--- src/rtl/mac_neuron_pkg.sv ---
// Shared types, default widths and saturation bounds for the mac_neuron block.
package mac_neuron_pkg;

    typedef enum logic [1:0] {
        IDLE  = 2'd0,
        ACCUM = 2'd1,
        DRAIN = 2'd2,
        DONE  = 2'd3
    } state_t;

    localparam int DEF_DATA_W   = 16;
    localparam int DEF_ACC_W    = 32;
    localparam int DEF_N_INPUTS = 16;
    localparam int DEF_GUARD_W  = 8;

    // Bounds are computed at 64 bits; callers narrow them to their accumulator width.
    function automatic logic signed [63:0] sat_max(input int acc_w);
        return (64'sd1 <<< (acc_w - 1)) - 64'sd1;
    endfunction

    function automatic logic signed [63:0] sat_min(input int acc_w);
        return -(64'sd1 <<< (acc_w - 1));
    endfunction

endpackage

--- src/rtl/mac_neuron_sat.sv ---
// Combinational clamp of the wide guarded accumulator to the ACC_W output range.
module mac_neuron_sat
    import mac_neuron_pkg::*;
#(
    parameter int ACC_W   = DEF_ACC_W,
    parameter int GUARD_W = DEF_GUARD_W
) (
    input  logic signed [ACC_W+GUARD_W-1:0] acc,
    output logic signed [ACC_W-1:0]         sat
);

    localparam int WIDE_W = ACC_W + GUARD_W;
    localparam logic signed [WIDE_W-1:0] MAX_W = WIDE_W'(sat_max(ACC_W));
    localparam logic signed [WIDE_W-1:0] MIN_W = WIDE_W'(sat_min(ACC_W));

    function automatic logic signed [ACC_W-1:0] clamp(input logic signed [WIDE_W-1:0] v);
        if (v > MAX_W)
            return ACC_W'(MAX_W);
        else if (v < MIN_W)
            return ACC_W'(MIN_W);
        else
            return ACC_W'(v);
    endfunction

    assign sat = clamp(acc);

endmodule

--- src/rtl/mac_neuron.sv ---
// Single-neuron multiply-accumulate: bias + sum(data*weight) over N_INPUTS beats.
// Define MAC_NEURON_SAT_EN to clamp the result instead of wrapping it.
module mac_neuron
    import mac_neuron_pkg::*;
#(
    parameter int DATA_W   = DEF_DATA_W,
    parameter int ACC_W    = DEF_ACC_W,
    parameter int N_INPUTS = DEF_N_INPUTS,
    parameter int GUARD_W  = DEF_GUARD_W
) (
    input  logic                     clk,
    input  logic                     rst,
    input  logic                     start,
    input  logic signed [ACC_W-1:0]  bias,
    input  logic                     in_valid,
    output logic                     in_ready,
    input  logic signed [DATA_W-1:0] in_data,
    input  logic signed [DATA_W-1:0] in_weight,
    output logic                     out_valid,
    input  logic                     out_ready,
    output logic signed [ACC_W-1:0]  out_sum,
    output logic                     busy
);

    localparam int WIDE_W = ACC_W + GUARD_W;
    localparam int PROD_W = 2 * DATA_W;
    localparam int CNT_W  = $clog2(N_INPUTS + 1);
    localparam logic [CNT_W-1:0] LAST_CNT = CNT_W'(N_INPUTS - 1);

    state_t                   state, state_nxt;
    logic [CNT_W-1:0]         cnt;
    logic                     beat_ok;
    logic                     start_ok;
    logic signed [PROD_W-1:0] prod_p1;
    logic                     vld_p1;
    logic signed [WIDE_W-1:0] acc_p2;
    logic signed [WIDE_W-1:0] acc_nxt;
    logic signed [ACC_W-1:0]  sum_fin;

    always_ff @(posedge clk) begin
        if (rst)
            state <= IDLE;
        else
            state <= state_nxt;
    end

    always_comb begin
        state_nxt = state;
        in_ready  = 1'b0;
        case (state)
            IDLE:  if (start) state_nxt = ACCUM;
            ACCUM: begin
                in_ready = 1'b1;
                if (in_valid && cnt == LAST_CNT)
                    state_nxt = DRAIN;
            end
            DRAIN: state_nxt = DONE;
            DONE:  if (out_ready) state_nxt = IDLE;
            default: state_nxt = IDLE;
        endcase
    end

    assign out_valid = (state == DONE);
    assign busy      = (state != IDLE);
    assign beat_ok   = in_valid && in_ready;
    assign start_ok  = (state == IDLE) && start;

    // Stage 1: operand product register (data only, no reset needed)
    always_ff @(posedge clk) begin
        if (beat_ok)
            prod_p1 <= PROD_W'(in_data) * PROD_W'(in_weight);
    end

    // Stage 2: guarded accumulator; the pending product is folded in every cycle it is valid
    assign acc_nxt = vld_p1 ? acc_p2 + WIDE_W'(prod_p1) : acc_p2;

    always_ff @(posedge clk) begin
        if (rst) begin
            vld_p1  <= 1'b0;
            cnt     <= '0;
            acc_p2  <= '0;
            out_sum <= '0;
        end else begin
            vld_p1 <= beat_ok;
            if (start_ok) begin
                cnt    <= '0;
                acc_p2 <= WIDE_W'(bias);
            end else begin
                if (beat_ok)
                    cnt <= cnt + 1'b1;
                acc_p2 <= acc_nxt;
            end
            if (state == DRAIN)
                out_sum <= sum_fin;
        end
    end

`ifdef MAC_NEURON_SAT_EN
    mac_neuron_sat #(
        .ACC_W   (ACC_W),
        .GUARD_W (GUARD_W)
    ) u_sat (
        .acc (acc_nxt),
        .sat (sum_fin)
    );
`else
    logic unused_guard;
    assign sum_fin      = acc_nxt[ACC_W-1:0];
    assign unused_guard = ^acc_nxt[WIDE_W-1:ACC_W];
`endif

endmodule

--- config.mk ---
export PLATFORM = sky130hd
export DESIGN_NAME = mac_neuron
export DESIGN_NICKNAME = d
export VERILOG_FILES = /design/src/rtl/mac_neuron_pkg.sv /design/src/rtl/mac_neuron_sat.sv /design/src/rtl/mac_neuron.sv
export SDC_FILE = /design/constraint.sdc
export NUM_CORES = 1
export LEC_CHECK = 0
export ABC_AREA = 1
export CORE_UTILIZATION = 45
export CTS_CLUSTER_DIAMETER = 100
export DETAILED_ROUTE_END_ITERATION = 7
export PLACE_DENSITY = 0.71
export SLEW_MARGIN = 15
export SYNTH_ARGS = -nofsm -noshare
export SYNTH_HDL_FRONTEND = slang
export SYNTH_SLANG_ARGS = --single-unit
--- constraint.sdc ---
create_clock -name clk -period 8.9 [get_ports clk]
set_input_delay 1.335 -clock clk [delete_from_list [all_inputs] [get_ports clk]]
set_output_delay 1.335 -clock clk [all_outputs]
set_load 0.01 [all_outputs]
* Word-level counts from Yosys, hierarchy flattened
Index checks and enable logic that the tools add are counted.
W data, S select, Z words.
** Word-level totals
- Flip-flop bits (word level) :: 112
- Output and inout port bits :: 35
** Cells by class
- Add/sub/neg operators :: 2
- Multipliers :: 1
- Equality and inequality tests :: 7
- Muxes and demuxes :: 7
- Reduce and logical (&&, ||, !) cells :: 8
** Operators by type and width (number)
- $mux W40 :: 2
- $add A40 B32 Y40 :: 1
- $mul A16 B16 Y32 :: 1
- $pmux W2 S4 :: 1
- $mux W2 :: 3
- $add A5 B1 Y5 const B :: 1
- $eq A5 B4 Y1 const B :: 1
- $eq A2 B2 Y1 const B :: 2
- $ne A2 B2 Y1 const B :: 2
- $reduce_bool A2 Y1 :: 2
- $logic_and A1 B1 Y1 :: 3
- $reduce_and A3 Y1 :: 1
- $eq A2 B1 Y1 const B :: 1
- $logic_not A2 Y1 :: 1
- $ne A2 B1 Y1 const B :: 1
- $reduce_or A2 Y1 :: 1
- $mux W1 :: 1

* Longest topological paths before layout
- Depth in word-level cells :: 4
- Depth in mapped cells :: 27

* Least setup slack after synthesis
OpenSTA, ideal clock, no wires.
- Path kind :: input port to flip-flop
- Start point :: in in_weight[3]
- End point :: reg prod_p1[29] (data pin)
- Arrival time :: 6.379 ns
- Slack :: 2.269 ns
- Cell stages on the path :: 20
- Cell sequence :: clkbuf_1 -> clkbuf_1 -> nand2_1 -> inv_1 -> fa_1 -> fa_1 -> inv_1 -> fa_1 -> fa_1 -> inv_1 -> fa_1 -> inv_1 -> fa_1 -> inv_1 -> ha_1 -> nand2_1 -> nor4_1 -> nand2_1 -> nand4_1 -> nand2_1
** Between the ends
- Word-level cells in the longest chain between the ends :: 1
** Ends and longest elaborated chain
- from (decl) :: line mac_neuron.sv:18 : input logic signed [DATA_W-1:0] in_weight,
- $mul A16 B16 Y32 :: line mac_neuron.sv:71 : prod_p1 <= PROD_W'(in_data) * PROD_W'(in_weight);
- to (signal assigned) :: line mac_neuron.sv:71
- to (decl) :: line mac_neuron.sv:34 : logic signed [PROD_W-1:0] prod_p1;
No other way between the ends.
A chain may end at the register's enable or synchronous reset.

* Worst setup path after layout
- Start point :: in in_weight[4]
- End point :: reg prod_p1[29] (data pin)
Same word-level chain as after synthesis.

==> flow_metrics.tcl <==
set metrics [dict create \
    synth.distinct_cells 44 \
    cts_resized 0 \
    ff2ff_setup_slack_ns 6.55 \
    synth.most_common_cell "inv_1" \
    cts_tree "done" \
    synthCells 2357 \
    crit_start "in_weight[4]" \
    hpwl_um 35280 \
    clock_path_buffers 2 \
    ys_ff_latch 104 \
    grt_pass1_wl_um 70270 \
    dr.pass1.iters 8 \
    post_drt_via_cell_ratio 4.793 \
    drt-wirelength-per-cell_um 14.26 \
    netlist_top_cells_area "fa_1 31%, inv_1 14%, nand2_1 13%" \
    antenna_cells 0 \
    worstPathRequired_ns 9.00 \
    hold_depth 2 \
    hold_viol 0 \
    wirelength_um 41410 \
    r2r_start "prod_p1[0]$_DFFE_PP_" \
    drive_gt1_share_pct 2.459 \
    cts_sinks 104 \
    cts_buffers 9 \
    clk_pin_slew_ns 0.07 \
    tns_ns 0 \
    gp_congestion 0.9408 \
    htree_levels 3 \
    period_minus_slack_ns 7.370 \
    ys_async_sr_fraction_pct 0 \
    synth_area_mm2 0.01706 \
    antenna_found_initial 0 \
    synth_area_per_cell_um2 7.236 \
    cts-root-buf "clkbuf_16" \
    grt_usage_pct 22.47 \
    finalClockSkew_ns 0.006907 \
    final_cells 2903 \
    drcViolationCount 0 \
    port_buffers 103 \
    yosysWarnings 0 \
    postCtsHoldBufs 0 \
    period_share_pct 82.81 \
    core_mm2 0.03696 \
    grt-ovfl-total 0 \
    rsz0062_at_grt "no" \
    synthTopCellsByCount "651 x inv_1, 605 x nand2_1, 263 x fa_1" \
    status "completed" \
    start_util_pct 46.15 \
    nNetsFinal 2847 \
    clk_latency_ns 0.35 \
    drtIter0Drc 772 \
    ff2ff_path_depth 15 \
    dp_cells 2888 \
    cts_setup_buffers 0 \
    synth_edf_count 32 \
    grt_pass1_vias 14430 \
    tightest_slew_ns 1.127 \
    cp_data_arrival_time_ns 7.47 \
    rows 70 \
    dieWidth_um 196.7 \
    timing.slew.headroom_pct 24.78 \
    syn_nets 2809 \
    slew_violations 0 \
    r2r-end "acc_p2[24]$_SDFF_PP0_" \
    vias 13920 \
    crit_type "in2reg" \
    worstSetupEndpointType "flop" \
    hold_start "cnt[1]$_SDFFE_PP0P_" \
    postRouteAntennaNets 0 \
    ios 104 \
    synth-seq-area-share_pct 14.08 \
    path_max_fanout 16 \
    hold_end "cnt[1]$_SDFFE_PP0P_" \
    synth_area_leader_cell "fa_1" \
    synth.top_cell.area_share_pct 30.87 \
    hold_class "reg2reg" \
    max_freq_ghz 0.1357 \
    grt_max_degree 60 \
    die_area_mm2 0.03869 \
    area_growth_pct 9.536 \
    die_h_um 196.7 \
    synth-main-ff-cell "dfxtp_1" \
    setup_viol 0 \
    cap_violations 0 \
    cp-start-kind "input pin" \
]
[sequential cells by signal, summed over array words and instances, names as in the netlist]
signal / flops
acc_p2: 32
prod_p1: 32
cnt: 5
out_sum: 32
state: 2
vld_p1: 1
[logic make-up (layout without fill, tap and decap cells)]
logic type	count (synthesis)	in the layout	share of synthesized area [%]
AO/OA/AOI/OAI	140	140	4.651
XOR/XNOR	48	48	2.465
adder cells (fa/ha/maj)	383	383	39.67
buffers and inverters	739	781	16.62
flip-flops	104	104	14.08
AND/OR/NAND/NOR	943	943	22.51
[cell type report]
cell class | count | area (um2)
tap | 504 | 630.6
fill | 3664 | 18280
timing repair buffer | 111 | 1086
clock inverter | 4 | 27.53
sequential | 104 | 2402
inverter | 655 | 2459
clock buffer | 11 | 254.0
multi-input combinational | 1514 | 11820
[routing by layer]
| metal | vias to the layer above | global-route usage [%] | part of all wire, % |
|---|---|---|---|
| met4 | 0 | 5.139 | 1.5 |
| met5 | - | 0 | 0 |
| met3 | 46 | 2.242 | 4.8 |
| li1 | 6911 | - | - |
| met2 | 365 | 40.19 | 49 |
| met1 | 6593 | 29.25 | 45 |
[critical path: stages]
cell and delay (ns):
clkdlybuf4s50_1 0.95, nand2_1 0.21, inv_1 0.16, fa_1 0.49, fa_1 0.79, inv_1 0.11, fa_1 0.44, fa_1 0.54
inv_1 0.05, fa_1 0.47, inv_1 0.05, fa_1 0.52, inv_1 0.04, ha_1 0.36, nand2_1 0.13, nor4_1 0.48
nand2_1 0.15, nand4_1 0.12, nand2_1 0.06
[metrics by stage]
stage                     util, %  hold slack, ns  cell area [um2]  setup WS, ns
after floorplan                 -          0.4627            17060         2.269
after global placement      49.79          0.4682            18400         1.099
after detailed placement    49.79          0.4749            18400         1.144
after CTS                   50.55          0.4887            18680         1.514
after global routing        50.55          0.5077            18680         1.085
final                       50.55          0.4862            18680         1.530
[cells in the final DEF (no fill, tap or decap), types with 8 or more instances in the layout]
cell / Yosys / routed
a21oi_1: 60 / 60
buf_4: 1 / 8
clkbuf_16: 0 / 10
clkdlybuf4s50_1: 0 / 102
dfxtp_1: 72 / 72
edfxtp_1: 32 / 32
fa_1: 263 / 263
ha_1: 120 / 119
inv_1: 651 / 651
nand2_1: 605 / 604
nand2_2: 10 / 11
nand3_1: 94 / 94
nand4_1: 11 / 11
nor2_1: 186 / 186
o211ai_1: 16 / 16
o21ai_0: 40 / 40
xnor2_1: 19 / 19
xor2_1: 29 / 29
[how the worst max path moves through the flow]
stage / endpoint / cells after the start
after floorplan: prod_p1[29]$_DFFE_PP_ / 20
after global placement: prod_p1[24]$_DFFE_PP_ / 22
after detailed placement: prod_p1[29]$_DFFE_PP_ / 19
after CTS: prod_p1[29]$_DFFE_PP_ / 19
after global routing: prod_p1[29]$_DFFE_PP_ / 19
final: prod_p1[29]$_DFFE_PP_ / 19
Power is left out: the tool's default activity adds up to more than one toggle a clock period on the data nets, which glitch-free logic cannot reach.
